**src/rtl/spin_phase_sampler_pkg.sv**
```systemverilog
// Shared types and constants for the spin phase sampler.
// Build option: define PHASE_EDGE_COUNT_EN to add the reference rising-edge counter at rd_addr==N.
package spin_phase_sampler_pkg;

  typedef enum logic [1:0] {
    ST_IDLE    = 2'd0,
    ST_CLEAR   = 2'd1,
    ST_MEASURE = 2'd2,
    ST_DONE    = 2'd3
  } sampler_state_t;

  // Matches the oscillator matrix's value for unmapped register reads.
  localparam logic [31:0] RDATA_DEFAULT = 32'hAAAA_AAAA;

endpackage

```
**src/rtl/spin_phase_sampler_if.sv**
```systemverilog
// Measurement control, oscillator input and readback bus of the spin phase sampler.
interface spin_phase_sampler_if #(
  parameter int N             = 8,
  parameter int COUNTER_WIDTH = 20
);
  localparam int ADDR_W = $clog2(N) + 1;

  logic [N-1:0]             right_col;
  logic                     start;
  logic [COUNTER_WIDTH-1:0] cycles;
  logic                     busy;
  logic                     done;
  logic [ADDR_W-1:0]        rd_addr;
  logic [31:0]              rdata;
  logic [N-1:0]             spin_out;

  modport master (
    output right_col, start, cycles, rd_addr,
    input  busy, done, rdata, spin_out
  );

  modport slave (
    input  right_col, start, cycles, rd_addr,
    output busy, done, rdata, spin_out
  );
endinterface

```
**src/rtl/spin_phase_sampler_phase_bit_counter.sv**
```systemverilog
// One spin lane: synchroniser for the raw oscillator bit plus a saturating in-phase counter.
module phase_bit_counter
  import spin_phase_sampler_pkg::*;
#(
  parameter int COUNTER_WIDTH = 20,
  parameter int SYNC_STAGES   = 2
) (
  input  logic                     clk,
  input  logic                     rst_n,
  input  logic                     raw_bit,
  input  logic                     sync_ref,
  input  logic                     clr,
  input  logic                     en,
  output logic                     sync_bit,
  output logic [COUNTER_WIDTH-1:0] count
);

  logic [SYNC_STAGES-1:0] sync_q;

  assign sync_bit = sync_q[SYNC_STAGES-1];

  always_ff @(posedge clk or negedge rst_n) begin
    if (!rst_n) begin
      sync_q <= '0;
      count  <= '0;
    end else begin
      sync_q <= {sync_q[SYNC_STAGES-2:0], raw_bit};
      if (clr) begin
        count <= '0;
      end else if (en && (sync_bit == sync_ref) && (count != '1)) begin
        count <= count + 1'b1;
      end
    end
  end

endmodule

```
**src/rtl/spin_phase_sampler.sv**
```systemverilog
// Measures per-spin phase agreement with reference spin N-1 over a programmed window.
// Build option: PHASE_EDGE_COUNT_EN adds a reference rising-edge counter read at rd_addr==N.
module spin_phase_sampler
  import spin_phase_sampler_pkg::*;
#(
  parameter int N             = 8,
  parameter int COUNTER_WIDTH = 20,
  parameter int SYNC_STAGES   = 2
) (
  input  logic                 clk,
  input  logic                 axi_rstn,
  spin_phase_sampler_if.slave  bus
);

  localparam int ADDR_W = $clog2(N) + 1;
  localparam logic [ADDR_W-1:0] REF_ADDR = ADDR_W'(N);

  typedef logic [COUNTER_WIDTH-1:0] count_t;

  sampler_state_t state;
  count_t         win_len;
  count_t         remaining;
  count_t         count [N];
  logic [N-1:0]   sync_bits;
  logic [N-1:0]   spin_next;
  logic           cnt_clr;
  logic           cnt_en;
  logic           busy_q;
  logic           done_q;
  logic [31:0]    rdata_q;
  logic [N-1:0]   spin_q;
  logic           unused_sync_bits;

  assign cnt_clr = (state == ST_CLEAR);
  assign cnt_en  = (state == ST_MEASURE);

  // Only the reference lane's synced bit feeds logic; the others exist for probing.
  assign unused_sync_bits = ^sync_bits[N-2:0];

  for (genvar i = 0; i < N; i++) begin : g_lane
    phase_bit_counter #(
      .COUNTER_WIDTH(COUNTER_WIDTH),
      .SYNC_STAGES  (SYNC_STAGES)
    ) u_lane (
      .clk     (clk),
      .rst_n   (axi_rstn),
      .raw_bit (bus.right_col[i]),
      .sync_ref(sync_bits[N-1]),
      .clr     (cnt_clr),
      .en      (cnt_en),
      .sync_bit(sync_bits[i]),
      .count   (count[i])
    );
  end

  // Majority decision done one bit wider so 2*count cannot overflow.
  always_comb begin
    spin_next = '0;
    for (int i = 0; i < N; i++) begin
      spin_next[i] = ({count[i], 1'b0} >= {1'b0, win_len});
    end
  end

  always_ff @(posedge clk or negedge axi_rstn) begin
    if (!axi_rstn) begin
      state     <= ST_IDLE;
      win_len   <= '0;
      remaining <= '0;
      busy_q    <= 1'b0;
      done_q    <= 1'b0;
      spin_q    <= '0;
    end else begin
      done_q <= 1'b0;
      case (state)
        ST_IDLE: begin
          if (bus.start) begin
            win_len <= bus.cycles;
            busy_q  <= 1'b1;
            state   <= ST_CLEAR;
          end
        end
        ST_CLEAR: begin
          remaining <= win_len;
          if (win_len == '0) begin
            state  <= ST_DONE;
            done_q <= 1'b1;
          end else begin
            state <= ST_MEASURE;
          end
        end
        ST_MEASURE: begin
          remaining <= remaining - 1'b1;
          if (remaining == COUNTER_WIDTH'(1)) begin
            state  <= ST_DONE;
            done_q <= 1'b1;
          end
        end
        ST_DONE: begin
          spin_q <= spin_next;
          busy_q <= 1'b0;
          state  <= ST_IDLE;
        end
        default: state <= ST_IDLE;
      endcase
    end
  end

`ifdef PHASE_EDGE_COUNT_EN
  logic   ref_prev;
  count_t edge_count;

  always_ff @(posedge clk or negedge axi_rstn) begin
    if (!axi_rstn) begin
      ref_prev   <= 1'b0;
      edge_count <= '0;
    end else begin
      ref_prev <= sync_bits[N-1];
      if (cnt_clr) begin
        edge_count <= '0;
      end else if (cnt_en && !ref_prev && sync_bits[N-1] && (edge_count != '1)) begin
        edge_count <= edge_count + 1'b1;
      end
    end
  end
`endif

  always_ff @(posedge clk or negedge axi_rstn) begin
    if (!axi_rstn) begin
      rdata_q <= '0;
    end else if (bus.rd_addr < REF_ADDR) begin
      rdata_q <= 32'(count[bus.rd_addr[ADDR_W-2:0]]);
`ifdef PHASE_EDGE_COUNT_EN
    end else if (bus.rd_addr == REF_ADDR) begin
      rdata_q <= 32'(edge_count);
`endif
    end else begin
      rdata_q <= RDATA_DEFAULT;
    end
  end

  assign bus.busy     = busy_q;
  assign bus.done     = done_q;
  assign bus.rdata    = rdata_q;
  assign bus.spin_out = spin_q;

endmodule

```
**src/flat_wrapper.sv**
```systemverilog
// flat-port wrapper written by rule: the top's interface ports become plain ports
module spin_phase_sampler_flat import spin_phase_sampler_pkg::*;
#(
  parameter int N             = 8,
  parameter int COUNTER_WIDTH = 20,
  parameter int SYNC_STAGES   = 2
)
  (clk, axi_rstn, bus_right_col, bus_start, bus_cycles, bus_rd_addr, bus_busy, bus_done, bus_rdata, bus_spin_out);
  spin_phase_sampler_if #(.N(N), .COUNTER_WIDTH(COUNTER_WIDTH)) bus_i ();
  input  logic clk;
  input  logic axi_rstn;
  input wire logic [$bits(bus_i.right_col)-1:0] bus_right_col;
  input wire logic [$bits(bus_i.start)-1:0] bus_start;
  input wire logic [$bits(bus_i.cycles)-1:0] bus_cycles;
  input wire logic [$bits(bus_i.rd_addr)-1:0] bus_rd_addr;
  output wire logic [$bits(bus_i.busy)-1:0] bus_busy;
  output wire logic [$bits(bus_i.done)-1:0] bus_done;
  output wire logic [$bits(bus_i.rdata)-1:0] bus_rdata;
  output wire logic [$bits(bus_i.spin_out)-1:0] bus_spin_out;
  assign bus_i.right_col = bus_right_col;
  assign bus_i.start = bus_start;
  assign bus_i.cycles = bus_cycles;
  assign bus_i.rd_addr = bus_rd_addr;
  assign bus_busy = bus_i.busy;
  assign bus_done = bus_i.done;
  assign bus_rdata = bus_i.rdata;
  assign bus_spin_out = bus_i.spin_out;
  spin_phase_sampler #(.N(N), .COUNTER_WIDTH(COUNTER_WIDTH), .SYNC_STAGES(SYNC_STAGES)) u_core (.clk(clk), .axi_rstn(axi_rstn), .bus(bus_i));
endmodule
```
**config.mk**
```make
export PLATFORM = sky130hd
export DESIGN_NAME = spin_phase_sampler_flat
export DESIGN_NICKNAME = d
export VERILOG_FILES = /design/src/rtl/spin_phase_sampler_pkg.sv /design/src/rtl/spin_phase_sampler_if.sv /design/src/rtl/spin_phase_sampler_phase_bit_counter.sv /design/src/rtl/spin_phase_sampler.sv /design/src/flat_wrapper.sv
export SDC_FILE = /design/constraint.sdc
export NUM_CORES = 1
export LEC_CHECK = 0
export BUFFER_PORTS_ARGS = -buffer_cell sky130_fd_sc_hd__buf_2
export CAP_MARGIN = 20
export CORE_MARGIN = 4
export CORE_UTILIZATION = 48
export DETAILED_ROUTE_END_ITERATION = 6
export SYNTH_ARGS = -nofsm -noshare
export SYNTH_HDL_FRONTEND = slang
export SYNTH_HIERARCHICAL = 1
export SYNTH_SLANG_ARGS = --single-unit
```
**constraint.sdc**
```tcl
create_clock -name clk -period 3.3 [get_ports clk]
set_input_delay 0.33 -clock clk [delete_from_list [all_inputs] [get_ports clk]]
set_output_delay 0.33 -clock clk [all_outputs]
set_load 0.01 [all_outputs]
```
==> metrics.csv, run 1 <==
metric,value,unit
average wire per standard cell,22.32,µm
class of the most critical hold timing path,in2reg,
Crit Path Class,reg2reg,
worst path arrival time,3.10,ns
clock latency reported for the late side of the worst-skew pair,0.58,ns
slowest library cell on the worst path,sky130_fd_sc_hd__a2111oi_0,
flip-flop and latch count after synthesis,249,
number of max-slew violations in the final report,0,
Min Hold Slack,0.01457,ns
shortest period the worst path allows,2.674,ns
distinct cell type count after synthesis,72,
TritonRoute pass-1 iters,5,
post-detailed-placement half-perimeter wirelength,37.20,mm
gate count of the mapped netlist,1760,
reported max-cap violation count,0,
IO Count,77,
number of antenna violations at the first check in global routing,2,
Async SR Flop Fraction,100.0,%
die boundary width,198.9,µm
Bufs and invs on worst path,2,
Core Footprint,35740,µm²
Crit. End Element,flop,
total clock buffers created by CTS,30,
period utilization,81.02,%
CTS resizes,0,
synthesis-to-finish area growth,12.34,%
count of routing violations after the opening detailed-route iteration,996,
status,completed,
largest net degree at the start of global routing,86,
number of buffers on the longest clock path,3,
largest stage delay on the critical path,0.75,ns
synthesized area divided by synthesized cell count,9.936,µm²
Layout Skew,0.01450,ns
global-route wire length before repair,81.23,mm
DRC violation count after routing,0,
Max-Slew Margin vs Limit,32.25,%
setup total negative slack,0,ns
worst ir drop on vdd,438.3,µV
net total in the final layout,2043,
transition time at the pin with the least slew margin,1.016,ns
Num Clock Sinks,249,
count of flip-flops with a built-in enable after synthesis,0,
category of cells accounting for the largest share of critical-path delay,compound AO/OA/AOI/OAI gates,
clock slew at reported path FFs,0.06,ns
fraction of layout instances using a drive strength above 1,15.39,%
RSZ-0062 raised after global routing,false,
CTS root buf,sky130_fd_sc_hd__clkbuf_16,
clock tree from TritonCTS,built,
max frequency,374.0,MHz
count of final setup violators,0,
"Seq/Total Area, Yosys",35.63,%
non-filler instance count after layout,2327,
share of the core filled with cells in the final layout,54.96,%
Die ar.,39550,µm²
"Max FO, Critical Path",6,
static power due to leakage,8.740,nW
kind of start point of the critical path,flop,
final routed wirelength across all metal layers,51.94,mm
cell count after placement,2243,
final antenna-violating net count,0,
gr ovfl total,0,
Vias,14390,
combined global-route utilization of all metal layers,26.31,%
GPL Wtd Cong,0.9247,
cell breakdown of the critical path,inv_1 -> buf_4 -> ha_1 -> nor2b_1 -> o2111ai_1 -> a211oi_1 -> a2111oi_0 -> o221ai_1,
Chip Height,198.9,µm
top_reg_cell synth,sky130_fd_sc_hd__dfrtp_1,
Synth Cell Area,17490,µm²
drt via density,6.185,
Initial Utilization,48.93,%
power after layout,10.01,mW
final hold violation count,0,
placement row count,69,
required arrival time at the worst endpoint,3.73,ns
PortBufs,70,
number of global-route vias before repair,13890,
htree depth,1,
Yosys warning total,6,
power density over the cells,509.4,nW/µm²
-- cell usage in the layout (no fill, tap or decap), types with 30 or more instances in the layout --
master / count
sky130_fd_sc_hd__a21o_1: 36
sky130_fd_sc_hd__clkbuf_16: 30
sky130_fd_sc_hd__dfrtp_1: 249
sky130_fd_sc_hd__nor3_1: 69
sky130_fd_sc_hd__nand3_1: 67
sky130_fd_sc_hd__buf_2: 69
sky130_fd_sc_hd__a21oi_1: 119
sky130_fd_sc_hd__nand4_1: 60
sky130_fd_sc_hd__nand2_1: 80
sky130_fd_sc_hd__inv_1: 55
sky130_fd_sc_hd__ha_1: 164
sky130_fd_sc_hd__o21ai_0: 30
sky130_fd_sc_hd__mux4_2: 40
sky130_fd_sc_hd__nor2_1: 204
sky130_fd_sc_hd__nor4_1: 30
sky130_fd_sc_hd__xnor2_1: 128
-- synthesized netlist by cell type, drive strengths merged (4+ instances only) --
| cell type | number | share of area [%] |
|---|---|---|
| or4 | 9 | 0.41 |
| and2 | 24 | 0.86 |
| and4bb | 8 | 0.57 |
| nand3 | 75 | 2.7 |
| nor4 | 38 | 2.0 |
| nor3b | 8 | 0.34 |
| nand2b | 10 | 0.36 |
| and3 | 16 | 0.57 |
| dfrtp | 249 | 36 |
| a2111oi | 4 | 0.20 |
| o21ai | 32 | 0.92 |
| nor2 | 204 | 4.4 |
| inv | 55 | 1.2 |
| mux4 | 40 | 5.2 |
| a2bb2oi | 4 | 0.20 |
| a21oi | 127 | 3.8 |
| a31o | 19 | 0.95 |
| nor3 | 80 | 2.7 |
| or2 | 4 | 0.14 |
| clkbuf | 33 | 0.71 |
| buf | 38 | 1.3 |
| o221ai | 5 | 0.25 |
| o2111ai | 4 | 0.20 |
| ha | 166 | 12 |
| xnor2 | 128 | 6.4 |
| nor2b | 19 | 0.68 |
| o22ai | 14 | 0.50 |
| a31oi | 4 | 0.14 |
| nand4 | 70 | 3.3 |
| a211o | 11 | 0.55 |
| or3 | 12 | 0.43 |
| and4 | 29 | 1.5 |
| a21o | 36 | 1.5 |
| nand2 | 81 | 1.8 |
| mux2 | 28 | 1.8 |
| mux2i | 24 | 1.4 |
| a211oi | 21 | 1.1 |
| a21boi | 4 | 0.19 |
| o211ai | 8 | 0.34 |
-- worst reg2reg max path, delay by kind of cell, from the launching register on --
family / cells / cell delay (ns)
buffers and inverters: 2 / 0.49
AOI/OAI and AO/OA: 4 / 1.27
and+or+nand+nor: 1 / 0.13
adders and majority gates: 1 / 0.23
DFF: 1 / 0.40
-- cells by family after synthesis --
family | synth area share, %
AND/OR/NAND/NOR | 23.05
AO/OA/AOI/OAI | 11.51
flip-flops | 35.63
adder cells (fa/ha/maj) | 11.88
XOR/XNOR | 6.411
buffers and inverters | 3.163
multiplexers | 8.329
other | 0.02144
-- area by class of cell --
| class | instances | area (µm²) |
|---|---|---|
| Clock buffer | 44 | 883.3 |
| Antenna cell | 1 | 2.502 |
| Fill cell | 3210 | 16100 |
| Tap cell | 461 | 576.8 |
| Timing Repair Buffer | 116 | 825.8 |
| Sequential cell | 249 | 6231 |
| Inverter | 55 | 206.4 |
| Multi-Input combinational cell | 1390 | 10750 |
| Clock inverter | 11 | 171.4 |
-- timing repair --
action                    4_1_cts  5_1_grt
buffers inserted                0        0
hold endpoints to repair       92        0
hold buffers                   28        0
-- sequential cells by signal (all words and copies together) (netlist names) --
signal,flops
u_core/bus.rdata,21
u_core/state,2
u_core/bus.busy,1
u_core/g_lane.u_lane/sync_q,16
u_core/remaining,20
u_core/bus.done,1
u_core/g_lane.u_lane/count,160
u_core/win_len,20
u_core/bus.spin_out,8
-- report_power, final --
part	total, mW	internal (mW)	switching (mW)
Clock	3.51	2.16	1.36
Combinational	2.32	1.18	1.15
Sequential	4.17	3.41	0.762
Total	10.0	6.74	3.26
-- metrics by stage --
stage	setup WS (ns)	area, µm²
after floorplan	0.6359	17510
after global placement	0.6119	18310
after detailed placement	0.6497	18310
after CTS	0.6250	19640
after global routing	0.5243	19640
final	0.6264	19640
-- routing by layer --
layer  global-route usage [%]  wire length, µm
met1                    38.22            23700
met3                    4.099             3467
met2                    40.66            23040
met4                    8.409             1723
met5                        0               12
-- path summary, 6_finish.rpt --
kind | start | end | slack [ns] | cells past startpoint
min in group asynchronous | axi_rstn | u_core/g_lane[1].u_lane/sync_q[0] | 0.31 | 2
hold / removal | bus_cycles[10] | u_core/win_len[10] | 0.01 | 2
hold reg to reg | u_core/g_lane[3].u_lane/sync_q[0] | u_core/g_lane[3].u_lane/sync_q[1] | 0.35 | 0
setup reg to reg | u_core/win_len[1] | u_core/bus.spin_out[1] | 0.63 | 8
max in group asynchronous | axi_rstn | u_core/remaining[13] | 2.07 | 3
setup / recovery | u_core/win_len[1] | u_core/bus.spin_out[1] | 0.63 | 8
Power figures use the tool's default switching activity.
==> run 2: changes to the inputs <==
--- a/config.mk
+++ b/config.mk
@@ -10,6 +10,7 @@
 export CORE_MARGIN = 4
 export CORE_UTILIZATION = 48
 export DETAILED_ROUTE_END_ITERATION = 6
+export PLACE_DENSITY = 0.67
 export SYNTH_ARGS = -nofsm -noshare
 export SYNTH_HDL_FRONTEND = slang
 export SYNTH_HIERARCHICAL = 1
==> constraint.sdc (replaced) <==
create_clock -name clk -period 2.4 [get_ports clk]
set_input_delay 0.24 -clock clk [delete_from_list [all_inputs] [get_ports clk]]
set_output_delay 0.24 -clock clk [all_outputs]
set_load 0.01 [all_outputs]
==> run 2 against run 1 <==
Effect of this change:
- sequential share of layout area down 0.59 points
- critical path depth shrank 1
- sequential cell count stayed put
- fmax grew 18%
- combinational power rose by 55%
- non-clock buffer count up 45
- first-iteration DRC count is 16% higher
- clock skew increased by 0.014 ns
- register-to-register slack worse by 0.48 ns
- final area is 1.9% higher
- critical path type unchanged
- largest power group unchanged
- highest routed layer is now met4
==> metrics.csv, run 2 (same netlist as run 1, synthesis figures left out) <==
metric,value,unit,change
GPL Wtd Cong,0.9638,,+4.2%
power after layout,13.90,mW,+39%
largest register by flop count,u_core/g_lane.u_lane/count,,
non-filler instance count after layout,2369,,+1.8%
met3 Resource Use GR,5.149,%,+1.1 points
"top library cells by usage in the layout, fill and taps aside","sky130_fd_sc_hd__dfrtp_1 (249), sky130_fd_sc_hd__nor2_1 (204), sky130_fd_sc_hd__ha_1 (164)",,
Most Crowded Layer GR,met2,,
Min Hold Slack,0.02706,ns,+0.01249 ns
Num Clock Sinks,249,,unchanged
number of max-slew violations in the final report,0,,unchanged
class of the most critical hold timing path,in2reg,,
Die ar.,39550,µm²,unchanged
share of the core filled with cells in the final layout,56.01,%,+1.1 points
power density over the cells,694.5,nW/µm²,+36%
met1 Usage GRT,37.24,%,-0.98 points
Layout Cell Area excl Fill,20020,µm²,+1.9%
CTS root buf,sky130_fd_sc_hd__clkbuf_16,,
setup total negative slack,0,ns,unchanged
DRC violation count after routing,0,,unchanged
kind of start point of the critical path,flop,,
Crit Path Class,reg2reg,,
Crit. End Element,flop,,
shortest period the worst path allows,2.257,ns,-0.4166 ns
IO Count,77,,unchanged
sequential cell area in the final layout,6231,µm²,unchanged
placement row count,69,,unchanged
post-layout worst setup margin,0.1430,ns,-0.4834 ns
number of antenna violations at the first check in global routing,1,,-1
flop2flop setup slack,0.14,ns,-0.48 ns
fill cell count,3140,,-2.2%
max frequency,443.1,MHz,+18%
period utilization,94.04,%,+13 points
worst path arrival time,2.70,ns,-0.40 ns
total clock buffers created by CTS,30,,unchanged
"Max FO, Critical Path",5,,-1
RSZ-0062 raised after global routing,false,,
global-route wire length before repair,80.94,mm,-0.35%
clock tree from TritonCTS,built,,
synthesis-to-finish area growth,14.48,%,
Layout Skew,0.02897,ns,+0.01447 ns
cell area reported after detailed placement,18690,µm²,+2.1%
required arrival time at the worst endpoint,2.84,ns,-0.89 ns
clock latency reported for the late side of the worst-skew pair,0.58,ns,about the same
post-CTS setup repair buffer count,0,,unchanged
count of final setup violators,0,,unchanged
transition time at the pin with the least slew margin,0.8067,ns,-0.2096 ns
Initial Utilization,48.93,%,unchanged
clock slew at reported path FFs,0.06,ns,about the same
worst ir drop on vdd,636.3,µV,+45%
"most common cell after layout, fill and taps aside",sky130_fd_sc_hd__dfrtp_1,,
count of routing violations after the opening detailed-route iteration,1152,,+16%
reported max-cap violation count,0,,unchanged
final antenna-violating net count,0,,unchanged
net total in the final layout,2088,,+2.2%
final routed wirelength across all metal layers,51.83,mm,-0.21%
gr ovfl total,0,,unchanged
post-detailed-placement half-perimeter wirelength,38.10,mm,+2.4%
flip-flop count of the largest register after layout,160,,unchanged
die boundary width,198.9,µm,unchanged
GR Layer Usage met2,39.91,%,-0.74 points
number of buffers on the longest clock path,3,,unchanged
TritonRoute pass-1 iters,5,,unchanged
number of global-route vias before repair,14130,,+1.7%
combined global-route utilization of all metal layers,26.09,%,-0.22 points
Multi-input gate area,10740,µm²,about the same
status,completed,,
htree depth,1,,unchanged
PortBufs,70,,unchanged
pre-CTS setup slack,0.04344,ns,-0.6063 ns
static power due to leakage,8.979,nW,+2.7%
Vias,14710,,+2.2%
largest net degree at the start of global routing,92,,+7.0%
average wire per standard cell,21.88,µm,-2.0%
drt via density,6.207,,+0.36%
fraction of layout instances using a drive strength above 1,17.20,%,+1.8 points
Chip Height,198.9,µm,unchanged
Core Footprint,35740,µm²,unchanged
Max-Slew Margin vs Limit,45.73,%,+13 points
final hold violation count,0,,unchanged
cell count after placement,2286,,+1.9%
==> run 2: worst paths after layout <==
path	start	end	depth (start not counted)
setup / recovery	u_core/win_len[10]	u_core/bus.spin_out[3]	7
hold / removal	bus_rd_addr[3]	u_core/bus.rdata[29]	1
setup reg to reg	u_core/win_len[10]	u_core/bus.spin_out[3]	7
hold reg to reg	u_core/g_lane[6].u_lane/sync_q[0]	u_core/g_lane[6].u_lane/sync_q[1]	0
max in group asynchronous	axi_rstn	u_core/g_lane[7].u_lane/count[2]	3
min in group asynchronous	axi_rstn	u_core/g_lane[2].u_lane/count[7]	2
==> run 2: worst max-delay path, stage by stage (launching register included) <==
cell                        delay [ns]
sky130_fd_sc_hd__dfrtp_1          0.40
sky130_fd_sc_hd__inv_1            0.20
sky130_fd_sc_hd__buf_4            0.22
sky130_fd_sc_hd__ha_1             0.26
sky130_fd_sc_hd__a21o_1           0.16
sky130_fd_sc_hd__a21o_1           0.17
sky130_fd_sc_hd__a2111oi_1        0.54
sky130_fd_sc_hd__o221ai_1         0.17
==> run 2: power breakdown <==
| part | leakage, nW | switching, mW | internal (mW) |
|---|---|---|---|
| registers | 3.22 | 0.924 | 4.69 |
| logic | 5.25 | 1.81 | 1.78 |
| clock network | 0.507 | 1.80 | 2.90 |
| total | 8.98 | 4.53 | 9.37 |
==> run 2: metal layers <==
layer	vias to the layer above	wire length [µm]
met5	-	0
met4	0	1975
met3	99	4251
met2	564	22610
met1	7248	23000
li1	6794	-
==> run 2: layout make-up <==
cell class	count	share of cell area (%)
antenna	1	0.01250
multi-input combinational	1390	53.64
clock inverter	8	0.5750
clock buffer	44	4.519
inverter	55	1.031
tap	461	2.881
timing repair buffer	161	6.212
sequential	249	31.13
==> run 2: what timing repair did <==
item,CTS,global route
setup endpoints to repair,0,2
hold buffers,30,0
hold endpoints to repair,85,0
gates resized for setup,0,2
==> run 3: changes to the inputs <==
--- a/config.mk
+++ b/config.mk
@@ -5,12 +5,12 @@
 export SDC_FILE = /design/constraint.sdc
 export NUM_CORES = 1
 export LEC_CHECK = 0
-export BUFFER_PORTS_ARGS = -buffer_cell sky130_fd_sc_hd__buf_2
 export CAP_MARGIN = 20
 export CORE_MARGIN = 4
 export CORE_UTILIZATION = 48
 export DETAILED_ROUTE_END_ITERATION = 6
-export PLACE_DENSITY = 0.67
+export DONT_BUFFER_PORTS = 1
+export PLACE_DENSITY = 0.65
 export SYNTH_ARGS = -nofsm -noshare
 export SYNTH_HDL_FRONTEND = slang
 export SYNTH_HIERARCHICAL = 1
==> run 3 against run 2 <==
Effect of this change:
- the flow now finishes with violations (negative hold slack)
- register-to-register slack worse by 0.03 ns
- die area is the same
- non-clock buffer count decreased by 69
- critical endpoint is now u_core/bus.spin_out[1]
- total power down 4.1%
- final area decreased by 2.3%
- largest cell class unchanged
- final cell count is 3.0% lower
- via count down 1.5%
==> metrics.csv, run 3 (same netlist as run 1, synthesis figures left out) <==
metric,value,unit,change
static power due to leakage,8.593,nW,-4.3%
IO Count,77,,unchanged
fraction of layout instances using a drive strength above 1,14.25,%,-2.9 points
Crit Path Class,reg2reg,,
placement row count,69,,unchanged
transition time at the pin with the least slew margin,0.8882,ns,+0.08157 ns
Initial Utilization,48.93,%,unchanged
final routed wirelength across all metal layers,51.55,mm,-0.54%
non-filler instance count after layout,2299,,-3.0%
kind of start point of the critical path,flop,,
number of buffers on the longest clock path,3,,unchanged
net total in the final layout,2017,,-3.4%
DRC violation count after routing,0,,unchanged
global-route wire length before repair,80.74,mm,-0.25%
power density over the cells,681.9,nW/µm²,-1.8%
hold buffers post-CTS,32,,+6.7%
post-detailed-placement half-perimeter wirelength,37.33,mm,-2.0%
TritonRoute pass-1 iters,5,,unchanged
antenna fix cells,0,,-1
Die ar.,39550,µm²,unchanged
largest net degree at the start of global routing,250,,+170%
largest register by flop count,u_core/g_lane.u_lane/count,,
flip-flop count of the largest register after layout,160,,unchanged
required arrival time at the worst endpoint,2.82,ns,-0.02 ns
Num Clock Sinks,249,,unchanged
clock tree from TritonCTS,built,,
final hold violation count,249,,+249
"top library cells by usage in the layout, fill and taps aside","sky130_fd_sc_hd__dfrtp_1 (249), sky130_fd_sc_hd__nor2_1 (204), sky130_fd_sc_hd__ha_1 (164)",,
"Max FO, Critical Path",6,,+1
die boundary width,198.9,µm,unchanged
gr ovfl total,0,,unchanged
met1 Usage GRT,37.61,%,+0.37 points
failing checks,negative hold slack,,
class of the most critical hold timing path,in2async,,
share of the core filled with cells in the final layout,54.70,%,-1.3 points
GPL Wtd Cong,0.9307,,-3.4%
number of max-slew violations in the final report,0,,unchanged
clock slew at reported path FFs,0.07,ns,about the same
count of final setup violators,0,,unchanged
average wire per standard cell,22.42,µm,+2.5%
setup total negative slack,0,ns,unchanged
Min Hold Slack,-0.6103,ns,-0.6374 ns
clock latency reported for the late side of the worst-skew pair,0.57,ns,about the same
status,finished with violations,,
reported max-cap violation count,0,,unchanged
total clock buffers created by CTS,28,,-6.7%
worst path arrival time,2.70,ns,about the same
Layout Skew,0.02151,ns,-0.007465 ns
GR Layer Usage met2,38.69,%,-1.2 points
cell count after placement,2212,,-3.2%
"most common cell after layout, fill and taps aside",sky130_fd_sc_hd__dfrtp_1,,
power after layout,13.33,mW,-4.1%
Core Footprint,35740,µm²,unchanged
number of antenna violations at the first check in global routing,0,,-1
number of global-route vias before repair,13880,,-1.8%
drt via density,6.300,,+1.5%
PortBufs,0,,-100%
met3 Resource Use GR,5.115,%,-0.034 points
Max-Slew Margin vs Limit,40.59,%,-5.1 points
Most Crowded Layer GR,met2,,
synthesis-to-finish area growth,11.80,%,
count of routing violations after the opening detailed-route iteration,1330,,+15%
Crit. End Element,flop,,
Chip Height,198.9,µm,unchanged
shortest period the worst path allows,2.285,ns,+0.02826 ns
htree depth,1,,unchanged
worst ir drop on vdd,562.5,µV,-12%
combined global-route utilization of all metal layers,26.07,%,about the same
RSZ-0062 raised after global routing,false,,
Vias,14480,,-1.5%
max frequency,437.6,MHz,-1.2%
CTS root buf,sky130_fd_sc_hd__clkbuf_16,,
period utilization,95.22,%,+1.2 points
final antenna-violating net count,0,,unchanged
run 3: layout make-up:
type                    count  area (µm²)
well taps                 461       576.8
fillers                  3161       16190
flip-flops and latches    249        6231
clock inverters            14       115.1
repair buffers             92       840.8
multi-input cells        1390       10750
clock buffers              38       819.5
inverters                  55       217.7
run 3: worst max-delay path, stage by stage, from the launching register on:
cell,delay (ns)
sky130_fd_sc_hd__dfrtp_1,0.41
sky130_fd_sc_hd__inv_1,0.33
sky130_fd_sc_hd__ha_1,0.33
sky130_fd_sc_hd__a21o_1,0.18
sky130_fd_sc_hd__a21o_1,0.17
sky130_fd_sc_hd__a2111oi_0,0.52
sky130_fd_sc_hd__o221ai_1,0.21
run 3: repair_timing:
item / in CTS / in global routing
setup endpoints to repair: 0 / 3
buffers inserted: 0 / 2
hold endpoints to repair: 299 / 249
gates resized for setup: 0 / 5
run 3: path summary, 6_finish.rpt:
kind                                                    from                           endpoint  slack [ns]  cells past startpoint
max in group asynchronous                           axi_rstn  u_core/g_lane[7].u_lane/count[15]        2.50                      0
min in group clk                              bus_rd_addr[2]                u_core/bus.rdata[1]        0.03                      2
min reg2reg                u_core/g_lane[6].u_lane/sync_q[0]  u_core/g_lane[6].u_lane/sync_q[1]        0.35                      0
min                                                 axi_rstn  u_core/g_lane[0].u_lane/count[13]       -0.61                      0
max reg2reg                               u_core/win_len[10]             u_core/bus.spin_out[1]        0.11                      6
max                                       u_core/win_len[10]             u_core/bus.spin_out[1]        0.11                      6
run 3: layer usage:
metal / wire, µm / vias up
li1: - / 6649
met1: 22620 / 7161
met2: 22270 / 567
met3: 4275 / 106
met4: 2387 / 0
met5: 0 / -
run 3: power breakdown:
group | switching, mW | internal (mW) | leakage [nW] | total, mW
clock | 1.84 | 2.50 | 0.451 | 4.34
sequential | 0.962 | 4.69 | 3.22 | 5.65
combinational | 1.62 | 1.72 | 4.92 | 3.34
total | 4.41 | 8.92 | 8.59 | 13.3
run 3: through the flow:
step           area (µm²)  worst slack [ns]
2_1_floorplan       17510            0.1515
3_3_place_gp        18240           0.06087
3_5_place_dp        18240           0.04787
4_1_cts             19490           0.04833
5_1_grt             19550           0.02283
6_report            19550            0.1148
